**src/rtl/hazard_sequencer.sv**
```systemverilog
// Hazard controller for the 5-stage pipeline: load-use bubbles, branch/jump
// flushes and front-end freeze on data-memory wait, plus stall/flush statistics.
module hazard_sequencer #(
   parameter int unsigned FLUSH_CYCLES = 1,
   parameter int unsigned MEM_TIMEOUT  = 255
) (
   input  logic        clk,
   input  logic        rst,
   input  logic        idExMemRead,
   input  logic [4:0]  idExRt,
   input  logic [4:0]  ifIdRs,
   input  logic [4:0]  ifIdRt,
   input  logic        ifIdUsesRt,
   input  logic        branchTaken,
   input  logic        jump,
   input  logic        memBusy,
   output logic        pcWrite,
   output logic        ifIdWrite,
   output logic        ifIdFlush,
   output logic        idExWrite,
   output logic        idExBubble,
   output logic        memTimeout,
   output logic [31:0] stallCycles,
   output logic [15:0] flushCount
);

   typedef enum logic [1:0] {
      S_RUN     = 2'd0,
      S_MEMWAIT = 2'd1,
      S_FLUSH   = 2'd2
   } state_t;

   localparam logic [1:0] FLUSH_LOAD  = 2'(FLUSH_CYCLES - 1);
   localparam logic [8:0] TIMEOUT_LIM = 9'(MEM_TIMEOUT);

   state_t      r_state;
   logic [7:0]  r_wait;
   logic [1:0]  r_flush;
   logic        r_memTimeout;
   logic [31:0] r_stallCycles;
   logic [15:0] r_flushCount;

   state_t      w_next;
   logic [7:0]  w_waitNext;
   logic [1:0]  w_flushNext;
   logic [8:0]  w_waitInc;
   logic        w_luHaz;
   logic        w_setTimeout;
   logic        w_flushEvent;
   logic        w_pcWrite;
   logic        w_ifIdWrite;
   logic        w_ifIdFlush;
   logic        w_idExWrite;
   logic        w_idExBubble;

   assign w_luHaz = idExMemRead && (idExRt != 5'd0) &&
                    ((idExRt == ifIdRs) || (ifIdUsesRt && (idExRt == ifIdRt)));

   // A busy cycle outside MEMWAIT opens a new wait episode counted from 1.
   assign w_waitInc = (r_state == S_MEMWAIT) ? ({1'b0, r_wait} + 9'd1) : 9'd1;

   always_comb begin
      w_next       = S_RUN;
      w_waitNext   = r_wait;
      w_flushNext  = r_flush;
      w_setTimeout = 1'b0;
      w_flushEvent = 1'b0;
      w_pcWrite    = 1'b1;
      w_ifIdWrite  = 1'b1;
      w_ifIdFlush  = 1'b0;
      w_idExWrite  = 1'b1;
      w_idExBubble = 1'b0;

      if (memBusy && (r_state inside {S_RUN, S_MEMWAIT, S_FLUSH})) begin
         w_pcWrite   = 1'b0;
         w_ifIdWrite = 1'b0;
         w_idExWrite = 1'b0;
         w_flushNext = '0;
         if (w_waitInc >= TIMEOUT_LIM) begin
            w_setTimeout = 1'b1;
            w_next       = S_RUN;
            w_waitNext   = '0;
         end else begin
            w_next     = S_MEMWAIT;
            w_waitNext = w_waitInc[7:0];
         end
      end else begin
         case (r_state)
            S_RUN: begin
               if (w_luHaz) begin
                  w_pcWrite    = 1'b0;
                  w_ifIdWrite  = 1'b0;
                  w_idExBubble = 1'b1;
               end else if (branchTaken || jump) begin
                  w_ifIdFlush  = 1'b1;
                  w_flushEvent = 1'b1;
                  if (FLUSH_CYCLES > 1) begin
                     w_next      = S_FLUSH;
                     w_flushNext = FLUSH_LOAD;
                  end
               end
            end
            S_MEMWAIT: begin
               w_next     = S_RUN;
               w_waitNext = '0;
            end
            S_FLUSH: begin
               w_ifIdFlush  = 1'b1;
               w_idExBubble = 1'b1;
               w_flushNext  = r_flush - 2'd1;
               w_next       = (r_flush <= 2'd1) ? S_RUN : S_FLUSH;
            end
            default: begin
               w_next = S_RUN;
            end
         endcase
      end

      if (!rst) begin
         w_pcWrite    = 1'b0;
         w_ifIdWrite  = 1'b0;
         w_idExWrite  = 1'b0;
         w_ifIdFlush  = 1'b1;
         w_idExBubble = 1'b1;
      end
   end

   always_ff @(posedge clk) begin
      if (!rst) begin
         r_state       <= S_RUN;
         r_wait        <= '0;
         r_flush       <= '0;
         r_memTimeout  <= 1'b0;
         r_stallCycles <= '0;
         r_flushCount  <= '0;
      end else begin
         r_state <= w_next;
         r_wait  <= w_waitNext;
         r_flush <= w_flushNext;
         if (w_setTimeout) begin
            r_memTimeout <= 1'b1;
         end
         if (!w_pcWrite && (r_stallCycles != '1)) begin
            r_stallCycles <= r_stallCycles + 32'd1;
         end
         if (w_flushEvent && (r_flushCount != '1)) begin
            r_flushCount <= r_flushCount + 16'd1;
         end
      end
   end

   assign pcWrite     = w_pcWrite;
   assign ifIdWrite   = w_ifIdWrite;
   assign ifIdFlush   = w_ifIdFlush;
   assign idExWrite   = w_idExWrite;
   assign idExBubble  = w_idExBubble;
   assign memTimeout  = r_memTimeout;
   assign stallCycles = r_stallCycles;
   assign flushCount  = r_flushCount;

endmodule
```
**config.mk**
```make
export PLATFORM = sky130hd
export DESIGN_NAME = hazard_sequencer
export DESIGN_NICKNAME = d
export VERILOG_FILES = /design/src/rtl/hazard_sequencer.sv
export SDC_FILE = /design/constraint.sdc
export NUM_CORES = 1
export LEC_CHECK = 0
export BUFFER_PORTS_ARGS = -buffer_cell sky130_fd_sc_hd__buf_4
export CAP_MARGIN = 25
export CORE_ASPECT_RATIO = 0.6
export CORE_MARGIN = 4
export CORE_UTILIZATION = 40
export CTS_CLUSTER_SIZE = 24
export DETAILED_ROUTE_END_ITERATION = 8
export GPL_TIMING_DRIVEN = 0
export PLACE_DENSITY = 0.73
export SLEW_MARGIN = 20
export SYNTH_ARGS = -nofsm -noshare
export SYNTH_HDL_FRONTEND = slang
export SYNTH_SLANG_ARGS = --single-unit
export TNS_END_PERCENT = 20
```
**constraint.sdc**
```tcl
create_clock -name clk -period 2.7 [get_ports clk]
set_input_delay 0.27 -clock clk [delete_from_list [all_inputs] [get_ports clk]]
set_output_delay 0.27 -clock clk [all_outputs]
set_load 0.02 [all_outputs]
```
=== After elaboration in Yosys (flattened, before gate mapping) ===
Index checks and enable logic that the tools add are counted.

* Register bits: 61
* Logic and storage cells: 60

* $add $sub $neg: 4
* Magnitude comparators: 2
* Equality and inequality tests: 6
* Multiplexer cells: 27
* Bitwise gates (word level): 1
* Reduce and logical (&&, ||, !) cells: 14

{| class="wikitable"
|+ Operators with widths
! cell !! count
|-
| adder 32 x 1 -> 32 bit, second input constant || 1
|-
| != test 32 bit, second input constant || 1
|-
| two-way mux 8 bit || 3
|-
| two-way mux 1 bit || 18
|-
| adder 16 x 1 -> 16 bit, second input constant || 1
|-
| != test 16 bit, second input constant || 1
|-
| equality test 5 bit || 2
|-
| adder 8 x 1 -> 9 bit, second input constant || 1
|-
| >= comparator 9 x 8 -> 1 bit, second input constant || 1
|-
| two-way mux 9 bit || 1
|-
| logical AND 1 bit || 6
|-
| two-way mux 2 bit || 3
|-
| nonzero test 5 bit || 1
|-
| case mux 1 bit (2 select lines) || 2
|-
| nonzero test 3 bit || 1
|-
| equality test 2 x 1 -> 1 bit, second input constant || 1
|-
| equality test 2 bit, second input constant || 1
|-
| less-or-equal comparator 2 x 1 -> 1 bit, second input constant || 1
|-
| logical NOT 2 bit || 1
|-
| logical OR 1 bit || 2
|-
| nonzero test 2 bit || 1
|-
| OR reduction 2 bit || 1
|-
| subtractor 2 x 1 -> 2 bit, second input constant || 1
|-
| logical NOT 1 bit || 1
|-
| inverter 1 bit || 1
|}

=== Logic depth before layout (Yosys ltp) ===
Gate-level depths: netlist of the first run.

* Depth in word-level cells: 10
* Depth in mapped cells: 8

=== Least setup slack after synthesis of the first run ===
No wires, ideal clock.

* Path kind: register to register
* Start: register r_stallCycles[14], in the netlist stallCycles[14]
* End: register r_stallCycles[1], in the netlist stallCycles[1]
* Library setup time: 128 ps
* Arrival time: 2041 ps
* Data required time: 2572 ps
* Path slack: 532 ps
* Stages on the path, launching flop included: 8
* Period minus slack after synthesis: 2168 ps
* Path through: dfxtp_1 -> and4_4 -> and3_4 -> nand3_2 -> nor3_4 -> or2_1 -> mux2i_1 -> nor2_1

* Longest elaborated chain between the ends: 2

{| class="wikitable"
|+ RTL lines
! what !! RTL line !! source
|-
| start, declared || 40 || <nowiki>logic [31:0] r_stallCycles;</nowiki>
|-
| start signal, assigned || 144 || <nowiki>r_stallCycles <= r_stallCycles + 32'd1;</nowiki>
|-
| != test 32 bit || 143 || <nowiki>if (!w_pcWrite && (r_stallCycles != '1)) begin</nowiki>
|-
| logical AND 1 bit || 143 ||
|}

Every way passes these cells.
A chain may end at the register's enable or synchronous reset.

=== Worst setup path after layout of the first run ===
* Start: register r_state[1]
* End: output pcWrite

* Longest elaborated chain between the ends: 5
* Elaborated cells between the ends (all ways): 8
* Those cells by class: eq/ne: 2; mux: 3; reduce/logical: 3

{| class="wikitable"
|+ RTL lines
! what !! RTL line !! source
|-
| start, declared || 36 || <nowiki>state_t r_state;</nowiki>
|-
| start signal, assigned || 137 || <nowiki>r_state <= w_next;</nowiki>
|-
| equality test 2 x 1 -> 1 bit, or another cell as far along || 74 || <nowiki>if (memBusy && (r_state inside {S_RUN, S_MEMWAIT, S_FLUSH})) begin</nowiki>
|-
| nonzero test 3 bit || 74 ||
|-
| logical AND 1 bit || 74 ||
|-
| two-way mux 1 bit (*) || 74 ||
|-
| two-way mux 1 bit (*) || 119 || <nowiki>if (!rst) begin</nowiki>
|-
| end, declared || 17 || <nowiki>output logic pcWrite,</nowiki>
|}

Every way passes the cells marked *; elsewhere a longest branch is shown, timed or not.

==> run_results.csv, run 1 <==
group,metric,value,unit
run_status,outcome,"finished clean",
route,dr.first_iter.drc_count,289,
critical_path,path_cells,"a21boi_1, nand2b_1, inv_1, o31a_1, buf_2, buf_4, buf_4",
critical_path,cpMostUsedCell,"buf_4",
yosys,synth_warnings,0,
critical_path,cpPeakStageDelay,0.42,ns
cts,root_buffer,"clkbuf_16",
floorplanning,core_region_area,0.007976,mm2
cts,clk_latency,0.33,ns
final_layout,finalNonFillerCells,603,
yosys,synthSimpleGateAreaFrac,35.08,%
critical_path,crit_fanout,11,
grt,overflow,0,
yosys,synth-compound-area-share,11.13,%
route,vias,3233,
route,routed_wl,8887,um
cts,tritoncts,"yes",
final_layout,nFillCells,760,
yosys,synth.net_count,429,
yosys,synth_top_family_by_area,"simple AND/OR/NAND/NOR gates",
critical_path,required,2.43,ns
floorplanning,std_cell_rows,25,
cts,cts_buffers,9,
pwr,power.leakage,1.694,nW
grt,antenna_found_initial,0,
sta,tightest_slew,0.7676,ns
grt,grt_util_all_layers,18.50,%
sta,holdWs,0.2569,ns
sta,slew_headroom,48.48,%
yosys,synthesis.area,0.003317,mm2
sta,max_freq,417.9,MHz
final_layout,fin_util,54.53,%
cts,cts_sinks,61,
critical_path,critical_path_arrival,2.12,ns
yosys,ys_seq_elements,61,
worst_hold_path,hold_path_class,"primary input to register",
cts,clkTransAtPathRegs,0.05,ns
sta,min_period,2.393,ns
critical_path,critPathKind,"register to output pin",
cts,htreeDepth,3,
final_layout,fin_nets,516,
sta,rsz0062_at_grt,"false",
route,postRouteAntennaNets,0,
critical_path,slowest_stage,"dfxtp_1",
final_layout,area_delta_synth_final,31.12,%
yosys,syn-instance-count,403,
route,drtPass1Iterations,5,
grt,grt_pass1_wl,14920,um
sta,hold_violations,0,
route,drcViolationCount,0,
final_layout,drive_gt1_share,22.42,%
cts,holdBufCountCts,0,
floorplanning,start_util,41.58,%
floorplanning,io-pin-count,76,
job,drv_cap,0,
sta,period_share,88.63,%
floorplanning,die_w,125.6,um
grt,grt_pass1_vias,3090,
pwr,power.density,541.2,mW/mm2
sta,setup_violations,0,
placement,numPortBuffers,74,
pwr,ir_drop,0.0004552,V
worst_hold_path,hold_depth,3,
yosys,synthXorXnorAreaFrac,9.770,%
sta,skew,0.004393,ns
placement,place_hpwl,6751,um
critical_path,rr_worst_depth,8,
critical_path,cp-start-kind,"register",
sta,fin_tns_setup,0,ns
placement,gp_congestion,0.9277,
yosys,seq_area_frac_synth,36.82,%
yosys,syn_avg_cell_area,8.231,um2
cts,clock_path_buffers,2,
placement,place_inst,585,
route,drt-wirelength-per-cell,14.74,um
floorplanning,die_height,78.54,um
final_layout,antenna_cells,0,
yosys,muxShareOfSynthArea,2.716,%
yosys,synth_fa_ha_area_share,1.509,%
grt,grt_max_degree,12,
sta,maxSlewViolCount,0,
critical_path,cp-end-kind,"output pin",
route,vias_per_cell,5.362,
yosys,ys_types,55,
floorplanning,dieArea,0.009861,mm2
state kept, by name, summed over array words and instances, names as in the netlist:
name and flops:
r_wait 8, stallCycles 32, flushCount 16, memTimeout 1
r_flush 2, r_state 2
synthesized netlist by cell type, drive strengths merged:
| cell type | instances | share of area, % |
|---|---|---|
| or3 | 7 | 1.3 |
| clkbuf | 7 | 0.79 |
| o31a | 1 | 0.26 |
| nor3 | 13 | 2.6 |
| o22a | 1 | 0.26 |
| a21boi | 2 | 0.45 |
| inv | 8 | 0.91 |
| nand3b | 2 | 0.45 |
| ha | 4 | 1.5 |
| xnor2 | 33 | 8.7 |
| xor2 | 4 | 1.1 |
| o22ai | 1 | 0.19 |
| or2 | 3 | 0.57 |
| nor4b | 2 | 0.72 |
| a21o | 6 | 1.4 |
| o2bb2ai | 2 | 0.53 |
| a31o | 3 | 0.79 |
| buf | 7 | 1.2 |
| nor2 | 48 | 5.4 |
| and4 | 5 | 1.4 |
| clkinv | 1 | 0.11 |
| nand2b | 9 | 1.7 |
| and2 | 7 | 1.3 |
| a21oi | 19 | 2.9 |
| nor4 | 11 | 3.5 |
| and3b | 1 | 0.26 |
| nand4 | 13 | 2.5 |
| o31ai | 2 | 0.45 |
| nor3b | 5 | 1.1 |
| o21bai | 2 | 0.45 |
| nand3 | 24 | 3.8 |
| o41ai | 2 | 0.53 |
| o211a | 1 | 0.30 |
| nor2b | 4 | 0.75 |
| o21ai | 14 | 2.1 |
| and3 | 8 | 1.7 |
| a222oi | 1 | 0.30 |
| mux2i | 9 | 2.7 |
| nand2 | 45 | 5.1 |
| or4 | 4 | 0.91 |
| o311ai | 1 | 0.26 |
| dfxtp | 61 | 37 |
cells in the final DEF, fill, tap and decap left out, types with 8 or more instances in the layout:
cell type,n
buf_4,78
dfxtp_1,61
nor2_1,48
nand2_1,45
xnor2_1,33
nand3_1,23
a21oi_1,19
nand4_1,13
nor3_1,10
nand2b_1,9
o21ai_0,9
mux2i_1,9
clkbuf_16,9
inv_1,8
clkbuf_1,8
cells by family after synthesis:
| family | Yosys count |
|---|---|
| and+or+nand+nor | 211 |
| DFF | 61 |
| xor gates and xnor gates | 37 |
| AOI/OAI and AO/OA | 58 |
| muxes | 9 |
| buffers and inverters | 23 |
| adders and majority gates | 4 |
report_power, final:
group	total (W)	internal [W]	switching [W]
clock	0.00126	0.000854	0.000403
sequential	0.000925	0.000911	0.0000140
combinational	0.000172	0.0000734	0.0000983
total	0.00235	0.00184	0.000515
layout make-up:
class / count / area, um2 / share of cell area [%]
Multi-Input combinational cell: 319 / 1997 / 45.91
Tap cell: 108 / 135.1 / 3.107
Sequential cell: 61 / 1221 / 28.08
Inverter: 9 / 33.78 / 0.7768
Buffer: 14 / 65.06 / 1.496
Clock buffer: 12 / 256.5 / 5.898
Clock inverter: 4 / 70.07 / 1.611
Timing Repair Buffer: 76 / 570.5 / 13.12
layer usage:
layer  GRT usage [%]  routed length, um
met5               0                  0
met4           5.952                 95
met3           6.050                599
met2           28.68               3886
met1           24.39               4305
stage by stage:
stage                     power, W  cell area [um2]  setup WS, ns
final                     0.002354             4349        0.3069
after global routing      0.002438             4349       0.08479
after CTS                 0.002380             4334       0.06976
after detailed placement  0.001114             4008        0.2860
after global placement    0.001108             4008        0.3009
after floorplan           0.001038             3317        0.5317
critical path, delay by kind of cell (launching register included):
family	cells	cell delay (ns)
flops	1	0.42
compound gates	2	0.43
simple gates	1	0.24
buf+inv	4	0.71
what timing repair did:
action | CTS | global route
endpoints found under the setup margin | 0 | 2
setup buffers | 0 | 2
gates resized for setup | 0 | 0
final timing paths:
kind	start	endpoint	slack [ns]
max	r_state[1]$_SDFF_PP0_	pcWrite	0.31
min	memBusy	r_wait[1]$_SDFFE_PN0P_	0.26
max reg2reg	r_state[1]$_SDFF_PP0_	stallCycles[11]$_SDFFE_PN0P_	0.31
min reg2reg	r_flush[1]$_SDFFE_PN0P_	r_state[1]$_SDFF_PP0_	0.47
(Power assumes the default switching activity.)
==> run 2, diff against run 1 <==
BUFFER_PORTS_ARGS = -buffer_cell sky130_fd_sc_hd__buf_2   (was -buffer_cell sky130_fd_sc_hd__buf_4)
CELL_PAD_IN_SITES_DETAIL_PLACEMENT = 1   (was unset)
CELL_PAD_IN_SITES_GLOBAL_PLACEMENT = 1   (was unset)
PLACE_DENSITY = 0.91   (was 0.73)
==> run_results.csv, run 2 (synthesis results as in run 1) <==
group,metric,value,unit
pwr,sw_frac_of_total,23.94,%
cts,root_buffer,"clkbuf_16",
pwr,switchingPower,0.0005160,W
route,drtPass1Iterations,6,
sta,min_period,2.477,ns
route,drcViolationCount,0,
critical_path,cp-start-kind,"register",
pwr,internal_power,0.001639,W
grt,antenna_found_initial,0,
grt,grt_pass1_wl,16950,um
critical_path,required,2.43,ns
grt,grt_util_all_layers,21.41,%
placement,place_inst,585,
floorplanning,std_cell_rows,25,
pwr,ir_drop,0.0002999,V
cts,cts_buffers,9,
pwr,power.density,526.1,mW/mm2
worst_hold_path,hold_path_class,"primary input to register",
sta,period_share,91.75,%
critical_path,r2r_slack,0.30,ns
sta,slew_headroom,51.87,%
floorplanning,die_height,78.54,um
sta,rsz0062_at_grt,"false",
final_layout,drive_gt1_share,21.70,%
placement,numPortBuffers,74,
sta,tightest_slew,0.7171,ns
critical_path,critPathKind,"register to output pin",
grt,overflow,0,
pwr,p_clk_share,49.7,%
sta,max_freq,403.7,MHz
route,routed_wl,10160,um
final_layout,largest_reg_flops,32,
final_layout,fin_util,51.36,%
sta,skew,0.004598,ns
grt,grt_pass1_vias,3393,
critical_path,cp-end-kind,"output pin",
final_layout,area_delta_synth_final,23.50,%
route,dr.first_iter.drc_count,248,
final_layout,final_common_cell,"buf_2",
sta,hold_violations,0,
final_layout,nFillCells,1018,
floorplanning,dieArea,0.009861,mm2
final_layout,fin_nets,514,
route,drt-wirelength-per-cell,16.90,um
final_layout,antenna_cells,0,
run_status,outcome,"finished clean",
cts,clock_path_buffers,2,
critical_path,critical_path_arrival,2.21,ns
placement,gp_congestion,0.9311,
cts,tritoncts,"yes",
pwr,seqPwrFrac,42.9,%
floorplanning,die_w,125.6,um
final_layout,finalNonFillerCells,601,
sta,setup_violations,0,
route,vias_per_cell,5.562,
job,drv_cap,0,
grt,grt_max_degree,12,
sta,maxSlewViolCount,0,
route,postRouteAntennaNets,0,
floorplanning,core_region_area,0.007976,mm2
route,vias,3343,
cts,clk_latency,0.33,ns
critical_path,crit_fanout,11,
cts,htreeDepth,3,
pwr,comb_power_share,7.4,%
cts,cts_sinks,61,
pwr,power.leakage,1.640,nW
cts,clkTransAtPathRegs,0.05,ns
floorplanning,io-pin-count,76,
placement,place_hpwl,7629,um
final_layout,final_cell_mix,"buf_2, dfxtp_1, nor2_1",
sta,fin_tns_setup,0,ns
floorplanning,start_util,41.58,%
[run 2: timing repair]
| action | CTS | global route |
|---|---|---|
| hold endpoints to repair | 0 | 0 |
| buffers inserted | 0 | 0 |
| endpoints found under the setup margin | 0 | 2 |
| hold buffers | 0 | 0 |
| gates resized for setup | 0 | 1 |
[run 2: final timing paths]
kind         cells past startpoint                          end                         from
max                              7                      pcWrite        r_state[1]$_SDFF_PP0_
min                              3       r_wait[1]$_SDFFE_PN0P_                      memBusy
min reg2reg                      2      memTimeout$_SDFFE_PN0P_      memTimeout$_SDFFE_PN0P_
max reg2reg                      7  stallCycles[1]$_SDFFE_PN0P_  stallCycles[3]$_SDFFE_PN0P_
[run 2: cell type report]
type	count	area [um2]	share of cell area, %
buffer	14	65.06	1.588
inverter	9	33.78	0.8247
clock buffer	15	267.8	6.536
sequential	61	1221	29.81
timing repair buffer	74	370.4	9.041
clock inverter	1	5.005	0.1222
multi-input combinational	319	1998	48.78
tap	108	135.1	3.299
[run 2: power by group through the flow]
stage | registers (W) | clock network [W] | logic [W]
floorplan | 0.000949 | 0 | 0.0000890
global placement | 0.000942 | 0 | 0.000151
detailed placement | 0.000943 | 0 | 0.000160
CTS | 0.000924 | 0.00110 | 0.000161
global route | 0.000926 | 0.00114 | 0.000177
finish | 0.000925 | 0.00107 | 0.000159
[run 2: critical path, cell delays in order (launching register included)]
cell      delay, ns
dfxtp_1        0.39
a21boi_1       0.17
nand2b_1       0.24
inv_1          0.17
o31a_2         0.30
buf_2          0.31
buf_4          0.15
buf_2          0.15
[run 2: per-stage QoR]
stage	total power, W	area, um2	setup WS (ns)	hold WS (ns)
after floorplan	0.001038	3317	0.5317	0.4461
after global placement	0.001093	3822	0.2666	0.4603
after detailed placement	0.001104	3822	0.1828	0.4770
after CTS	0.002185	4095	0.06366	0.2780
after global routing	0.002245	4096	0.04011	0.2827
final	0.002155	4096	0.2227	0.2908
[run 2: layer usage]
metal	vias to the layer above	wire length, um	track usage, %
met2	101	4787	35.07
met4	0	160	7.792
met3	16	601	6.050
li1	1592	-	-
met1	1634	4609	26.98
met5	-	0	0
